--- config.mk ---
export PLATFORM = sky130hd
export DESIGN_NAME = stage_loader_flat
export DESIGN_NICKNAME = d
export VERILOG_FILES = /design/src/rtl/stage_loader_if.sv /design/src/rtl/stage_loader.sv /design/src/flat_wrapper.sv
export SDC_FILE = /design/constraint.sdc
export NUM_CORES = 1
export LEC_CHECK = 0
export CAP_MARGIN = 20
export CORE_MARGIN = 4
export CORE_UTILIZATION = 51
export DETAILED_ROUTE_END_ITERATION = 8
export MAX_ROUTING_LAYER = met4
export PLACE_DENSITY_LB_ADDON = 0.25
export RECOVER_POWER = 100
export SETUP_SLACK_MARGIN = 0.5
export SLEW_MARGIN = 20
export SYNTH_ARGS = -nofsm -noshare
export SYNTH_HDL_FRONTEND = slang
export SYNTH_SLANG_ARGS = --single-unit
--- constraint.sdc ---
create_clock -name clock -period 2.2 [get_ports clock]
set_input_delay 0.66 -clock clock [delete_from_list [all_inputs] [get_ports clock]]
set_output_delay 0.66 -clock clock [all_outputs]
set_load 0.1 [all_outputs]
--- src/rtl/stage_loader_if.sv ---
// stage_loader_if: groups the loader's game-FSM handshake, stage ROM read port and
// brick-map RAM write port. The loader connects through "master"; the game FSM,
// ROM and RAM side connects through "slave".
interface stage_loader_if #(
    parameter int ROW_W = 30,
    parameter int AW    = 5,
    parameter int SW    = 2,
    parameter int CNT_W = 9
);
    logic             load_req;
    logic [SW-1:0]    load_stage;
    logic             busy;
    logic             done;
    logic             load_err;
    logic             rom_enable;
    logic [AW-1:0]    rom_addr;
    logic [SW-1:0]    rom_stage;
    logic [ROW_W-1:0] rom_data;
    logic             wr_en;
    logic [AW-1:0]    wr_addr;
    logic [ROW_W-1:0] wr_data;
    logic             brick_hit;
    logic [CNT_W-1:0] bricks_left;
    logic             stage_clear;

    modport master (
        input  load_req, load_stage, rom_data, brick_hit,
        output busy, done, load_err, rom_enable, rom_addr, rom_stage,
               wr_en, wr_addr, wr_data, bricks_left, stage_clear
    );

    modport slave (
        output load_req, load_stage, rom_data, brick_hit,
        input  busy, done, load_err, rom_enable, rom_addr, rom_stage,
               wr_en, wr_addr, wr_data, bricks_left, stage_clear
    );
endinterface

--- src/rtl/stage_loader.sv ---
// stage_loader: at level start copies every row of the selected stage ROM into the
// brick-map RAM while counting breakable bricks, then tracks remaining bricks on
// ball hits and pulses stage_clear when the last one goes.
// Optional feature: define STAGE_LOADER_UNBREAKABLE_EN to treat code 3'b111 as an
// unbreakable brick (still written to the map, never counted).
module stage_loader #(
    parameter int ROWS       = 30,
    parameter int COLS       = 10,
    parameter int NUM_STAGES = 1,
    parameter int CNT_W      = 9
) (
    input  logic           clock,
    input  logic           reset_n,
    stage_loader_if.master bus
);
    localparam int             ROW_W    = 3 * COLS;
    localparam int             AW       = 5;
    localparam int             PC_W     = $clog2(COLS + 1);
    localparam logic [AW-1:0]  LAST_ROW = AW'(ROWS - 1);
    localparam logic [2:0]     NSTG     = 3'(NUM_STAGES);

    typedef enum logic [1:0] {IDLE, READ, DRAIN, FIN} state_t;

    state_t            state;
    logic [AW-1:0]     rd_row;
    logic              vld_p1;
    logic [AW-1:0]     rd_addr_p1;
    logic              stage_ok;
    logic              accept;

    // Number of breakable brick codes in one row (parallel compare + adder tree).
    function automatic logic [PC_W-1:0] count_breakable(input logic [ROW_W-1:0] row);
        logic [PC_W-1:0] n;
        n = '0;
        for (int i = 0; i < COLS; i++) begin
`ifdef STAGE_LOADER_UNBREAKABLE_EN
            if (row[3*i +: 3] != 3'b000 && row[3*i +: 3] != 3'b111) n = n + 1'b1;
`else
            if (row[3*i +: 3] != 3'b000) n = n + 1'b1;
`endif
        end
        return n;
    endfunction

    // Brick counter decrement that sticks at zero instead of wrapping.
    function automatic logic [CNT_W-1:0] sat_dec(input logic [CNT_W-1:0] v);
        return (v == '0) ? '0 : v - 1'b1;
    endfunction

    assign stage_ok = ({1'b0, bus.load_stage} < NSTG);
    assign accept   = (state == IDLE) && bus.load_req && stage_ok;

    // Control FSM: accepts loads, issues one ROM row read per cycle, raises done/load_err.
    always_ff @(posedge clock or negedge reset_n) begin
        if (!reset_n) begin
            state         <= IDLE;
            rd_row        <= '0;
            bus.busy      <= 1'b0;
            bus.done      <= 1'b0;
            bus.load_err  <= 1'b0;
            bus.rom_enable <= 1'b0;
            bus.rom_addr  <= '0;
            bus.rom_stage <= '0;
        end else begin
            bus.done     <= 1'b0;
            bus.load_err <= 1'b0;
            case (state)
                IDLE: begin
                    if (bus.load_req) begin
                        if (stage_ok) begin
                            bus.rom_stage <= bus.load_stage;
                            rd_row        <= '0;
                            bus.busy      <= 1'b1;
                            state         <= READ;
                        end else begin
                            bus.load_err <= 1'b1;
                        end
                    end
                end
                READ: begin
                    bus.rom_enable <= 1'b1;
                    bus.rom_addr   <= rd_row;
                    rd_row         <= rd_row + 1'b1;
                    if (rd_row == LAST_ROW) state <= DRAIN;
                end
                DRAIN: begin
                    bus.rom_enable <= 1'b0;
                    // The final row's write is visible on the RAM port this cycle.
                    if (bus.wr_en && bus.wr_addr == LAST_ROW) begin
                        bus.done <= 1'b1;
                        bus.busy <= 1'b0;
                        state    <= FIN;
                    end
                end
                FIN: state <= IDLE;
                default: state <= IDLE;
            endcase
        end
    end

    // Read pipeline: p1 aligns valid/row with ROM latency, then the row is written and counted;
    // in IDLE the same counter tracks brick hits.
    always_ff @(posedge clock or negedge reset_n) begin
        if (!reset_n) begin
            vld_p1          <= 1'b0;
            rd_addr_p1      <= '0;
            bus.wr_en       <= 1'b0;
            bus.wr_addr     <= '0;
            bus.wr_data     <= '0;
            bus.bricks_left <= '0;
            bus.stage_clear <= 1'b0;
        end else begin
            vld_p1          <= bus.rom_enable;
            rd_addr_p1      <= bus.rom_addr;
            bus.wr_en       <= vld_p1;
            bus.stage_clear <= 1'b0;
            if (vld_p1) begin
                bus.wr_addr <= rd_addr_p1;
                bus.wr_data <= bus.rom_data;
            end
            if (accept) begin
                bus.bricks_left <= '0;
            end else if (vld_p1) begin
                bus.bricks_left <= bus.bricks_left + CNT_W'(count_breakable(bus.rom_data));
            end else if (state == IDLE && bus.brick_hit && bus.bricks_left != '0) begin
                bus.bricks_left <= sat_dec(bus.bricks_left);
                bus.stage_clear <= (bus.bricks_left == CNT_W'(1));
            end
        end
    end
endmodule

--- src/flat_wrapper.sv ---
// flat-port wrapper written by rule: the top's interface ports become plain ports
module stage_loader_flat 
#(
    parameter int ROWS       = 30,
    parameter int COLS       = 10,
    parameter int NUM_STAGES = 1,
    parameter int CNT_W      = 9
)
  (clock, reset_n, bus_load_req, bus_load_stage, bus_rom_data, bus_brick_hit, bus_busy, bus_done, bus_load_err, bus_rom_enable, bus_rom_addr, bus_rom_stage, bus_wr_en, bus_wr_addr, bus_wr_data, bus_bricks_left, bus_stage_clear);
  stage_loader_if #(.CNT_W(CNT_W)) bus_i ();
  input  logic clock;
  input  logic reset_n;
  input wire logic [$bits(bus_i.load_req)-1:0] bus_load_req;
  input wire logic [$bits(bus_i.load_stage)-1:0] bus_load_stage;
  input wire logic [$bits(bus_i.rom_data)-1:0] bus_rom_data;
  input wire logic [$bits(bus_i.brick_hit)-1:0] bus_brick_hit;
  output wire logic [$bits(bus_i.busy)-1:0] bus_busy;
  output wire logic [$bits(bus_i.done)-1:0] bus_done;
  output wire logic [$bits(bus_i.load_err)-1:0] bus_load_err;
  output wire logic [$bits(bus_i.rom_enable)-1:0] bus_rom_enable;
  output wire logic [$bits(bus_i.rom_addr)-1:0] bus_rom_addr;
  output wire logic [$bits(bus_i.rom_stage)-1:0] bus_rom_stage;
  output wire logic [$bits(bus_i.wr_en)-1:0] bus_wr_en;
  output wire logic [$bits(bus_i.wr_addr)-1:0] bus_wr_addr;
  output wire logic [$bits(bus_i.wr_data)-1:0] bus_wr_data;
  output wire logic [$bits(bus_i.bricks_left)-1:0] bus_bricks_left;
  output wire logic [$bits(bus_i.stage_clear)-1:0] bus_stage_clear;
  assign bus_i.load_req = bus_load_req;
  assign bus_i.load_stage = bus_load_stage;
  assign bus_i.rom_data = bus_rom_data;
  assign bus_i.brick_hit = bus_brick_hit;
  assign bus_busy = bus_i.busy;
  assign bus_done = bus_i.done;
  assign bus_load_err = bus_i.load_err;
  assign bus_rom_enable = bus_i.rom_enable;
  assign bus_rom_addr = bus_i.rom_addr;
  assign bus_rom_stage = bus_i.rom_stage;
  assign bus_wr_en = bus_i.wr_en;
  assign bus_wr_addr = bus_i.wr_addr;
  assign bus_wr_data = bus_i.wr_data;
  assign bus_bricks_left = bus_i.bricks_left;
  assign bus_stage_clear = bus_i.stage_clear;
  stage_loader #(.ROWS(ROWS), .COLS(COLS), .NUM_STAGES(NUM_STAGES), .CNT_W(CNT_W)) u_core (.clock(clock), .reset_n(reset_n), .bus(bus_i));
endmodule
==> results.json <==
{
  "grt_pass1_wl_um": 20300,
  "grt_use_met1": 0.3360,
  "yosysSeqAreaShare": 0.4264,
  "synth_area_um2": 4108,
  "syn_nets": 452,
  "cts_buffer_depth": 2,
  "syn-mean-instance-area_um2": 10.40,
  "core_area_um2": 7767,
  "synth_cell_type_count": 59,
  "hold_viol": 0,
  "cp.arrival_ns": 6.89,
  "start_util": 0.5288,
  "r2r_cells": 11,
  "finalWirelength_um": 14250,
  "num_antenna_cells": 0,
  "layout_common_cells": "buf_4 (100), dfrtp_1 (55), mux2_2 (42)",
  "root_buffer": "clkbuf_8",
  "via_count": 4078,
  "finalCritPeriodShare": 3.007,
  "layout_setup_ws_ns": -4.416,
  "fp.dieArea_um2": 9554,
  "worst_pin_slew_ns": 1.734,
  "cts-buffers-inserted": 9,
  "crit_cells": 38,
  "num_rows": 32,
  "ys_top_cells_by_area": "dfrtp_1 (43%), mux2_2 (12%), ha_1 (6.1%)",
  "synth_warnings": 0,
  "crit_fanout": 2,
  "cp_common_cell": "ha_4",
  "antenna_found_initial": 0,
  "synthArstFlopShare": 1.000,
  "fmax_ghz": 0.1511,
  "layout_commonest_cell": "buf_4",
  "drive_above_1_share": 0.5117,
  "path_clk_slew_ns": 0.09,
  "dpl-instance-area_um2": 5836,
  "clk_latency_ns": 0.36,
  "cts.sinks": 70,
  "gp_congestion": 0.8919,
  "dr.pass1.iters": 5,
  "seq_area_um2": 1780,
  "area_growth_pct": 60.22,
  "whs_path_depth": 0,
  "final_antenna_net_count": 0,
  "die_h_um": 97.75,
  "drt-initial-drc-count": 264,
  "wl_per_cell_um": 20.36,
  "cap_violations": 1,
  "cp_top_family": "simple AND/OR/NAND/NOR gates",
  "cts-htree-levels": 3,
  "grt_overflow": 0,
  "hpwl_um": 7574,
  "grt_max_degree": 71,
  "post-route-drc-count": 0,
  "top_usage_layer": "met2",
  "synth_seq_cells": 70,
  "multi_input_area_um2": 2605,
  "cp_slowest_cell": "or3b_4",
  "grt_pass1_vias": 4100,
  "dieWidth_um": 97.75,
  "status": "finished with violations",
  "viasPerCell": 5.826,
  "portBuffers": 92,
  "skew_ns": 0.01223,
  "ff2ff_setup_slack_ns": -0.18,
  "ys.flop_type": "dfrtp_1",
  "violations": "capacitance limit, slew limit, setup timing",
  "fillCellCount": 403,
  "grt_use_met3": 0.05214,
  "max_stage_delay_ns": 0.40,
  "setup_viol": 33,
  "cp-start-kind": "primary input",
  "grtUsageMet2": 0.4349,
  "yosys.area.top_type_share": 0.4264,
  "yosys.area.top_type": "dfrtp_1",
  "required_ns": 2.48,
  "grt_setup_unrepaired": "true",
  "cts_hold_buf": 0,
  "critPathCaptureType": "register",
  "grtUsageTotal": 0.2681,
  "worst-path-buf-inv": 3,
  "synth_cells": 395,
  "ios": 93,
  "fin_crit_ns": 6.616,
  "hold_path_class": "register to register",
  "finalInstanceArea_um2": 6581,
  "tritoncts": "yes",
  "synth_edf_count": 0,
  "drv_slew": 71,
  "max_slew_margin": -0.1560,
  "crit_type": "primary input to register",
  "nNetsFinal": 650
}
==> state kept, by name (all words and copies together), names as in the netlist, 2 cells and up <==
name / cells
u_core.bus.rom_stage: 2
u_core.rd_row: 5
u_core.bus.wr_addr: 5
u_core.bus.rom_addr: 5
u_core.state: 2
u_core.bus.wr_data: 30
u_core.rd_addr_p1: 5
u_core.bus.bricks_left: 9
==> cell usage after synthesis, types with 3 or more instances <==
library cell / number
and2_1: 3
o21ai_0: 15
a21oi_1: 10
mux2_2: 42
nor2b_1: 7
inv_1: 14
nand2b_1: 5
a211oi_1: 7
xnor2_1: 25
a31oi_1: 5
ha_1: 20
dfrtp_1: 70
or3_1: 5
nand2_1: 29
buf_1: 3
o22ai_1: 3
xor2_1: 8
nor2_1: 29
nand3_1: 14
clkbuf_1: 12
nor3_1: 17
==> stage by stage <==
| stage | std cells | worst slack (ns) | setup TNS, ns | util | hold WS (ns) |
|---|---|---|---|---|---|
| after floorplan | 395 | -4.199 | -31.66 | - | 0.3518 |
| after global placement | 644 | -4.595 | -36.28 | 0.7513 | 0.3906 |
| after detailed placement | 644 | -4.753 | -37.51 | 0.7513 | 0.3907 |
| after CTS | 684 | -3.990 | -31.31 | 0.8247 | 0.2997 |
| after global routing | 700 | -4.692 | -41.40 | 0.8473 | 0.4319 |
| final | 700 | -4.416 | -35.52 | 0.8473 | 0.4094 |
==> metal layers <==
metal  part of all wire  wire length [um]  vias up
met3              0.069               990       44
met4              0.026               372        0
met5                  0                 0        -
met2               0.51              7272      219
li1                   -                 -     1811
met1               0.39              5617     2004
==> cell families after synthesis <==
logic type,share of synthesized area
simple gates,0.1590
flops,0.4264
compound gates,0.1097
mux,0.1237
xor+xnor,0.08651
buf+inv,0.02894
fa+ha+maj,0.06579
==> area by class of cell <==
cell class / count / share of cell area
inverter: 14 / 0.008365
multi-input combinational: 294 / 0.3958
tap: 102 / 0.01939
clock buffer: 9 / 0.01882
clock inverter: 7 / 0.009506
timing repair buffer: 204 / 0.2776
sequential: 70 / 0.2705
==> worst register-to-register path, delay by kind of cell, from the launching register on <==
kind | cells | cell delay (ns)
and+or+nand+nor | 4 | 0.60
buffers and inverters | 1 | 0.09
DFF | 1 | 0.39
AOI/OAI and AO/OA | 4 | 0.50
adders and majority gates | 2 | 0.71
==> timing repair <==
item	CTS	global route
buffers inserted	24	16
pin swaps	47	33
setup endpoints to repair	33	47
resized for setup	65	68
==> final timing paths <==
path,start,endpoint
worst max-delay path,bus_rom_data[1],u_core.bus.bricks_left[7]
worst min-delay path,u_core.bus.rom_enable,u_core.vld_p1
worst min register to register,u_core.bus.rom_enable,u_core.vld_p1
min in group asynchronous,reset_n,u_core.bus.bricks_left[7]
max in group asynchronous,reset_n,u_core.bus.bricks_left[4]
worst max register to register,u_core.bus.bricks_left[0],u_core.bus.bricks_left[8]
Power is left out: the tool's default activity adds up to more than one toggle a clock period on the data nets, which glitch-free logic cannot reach.
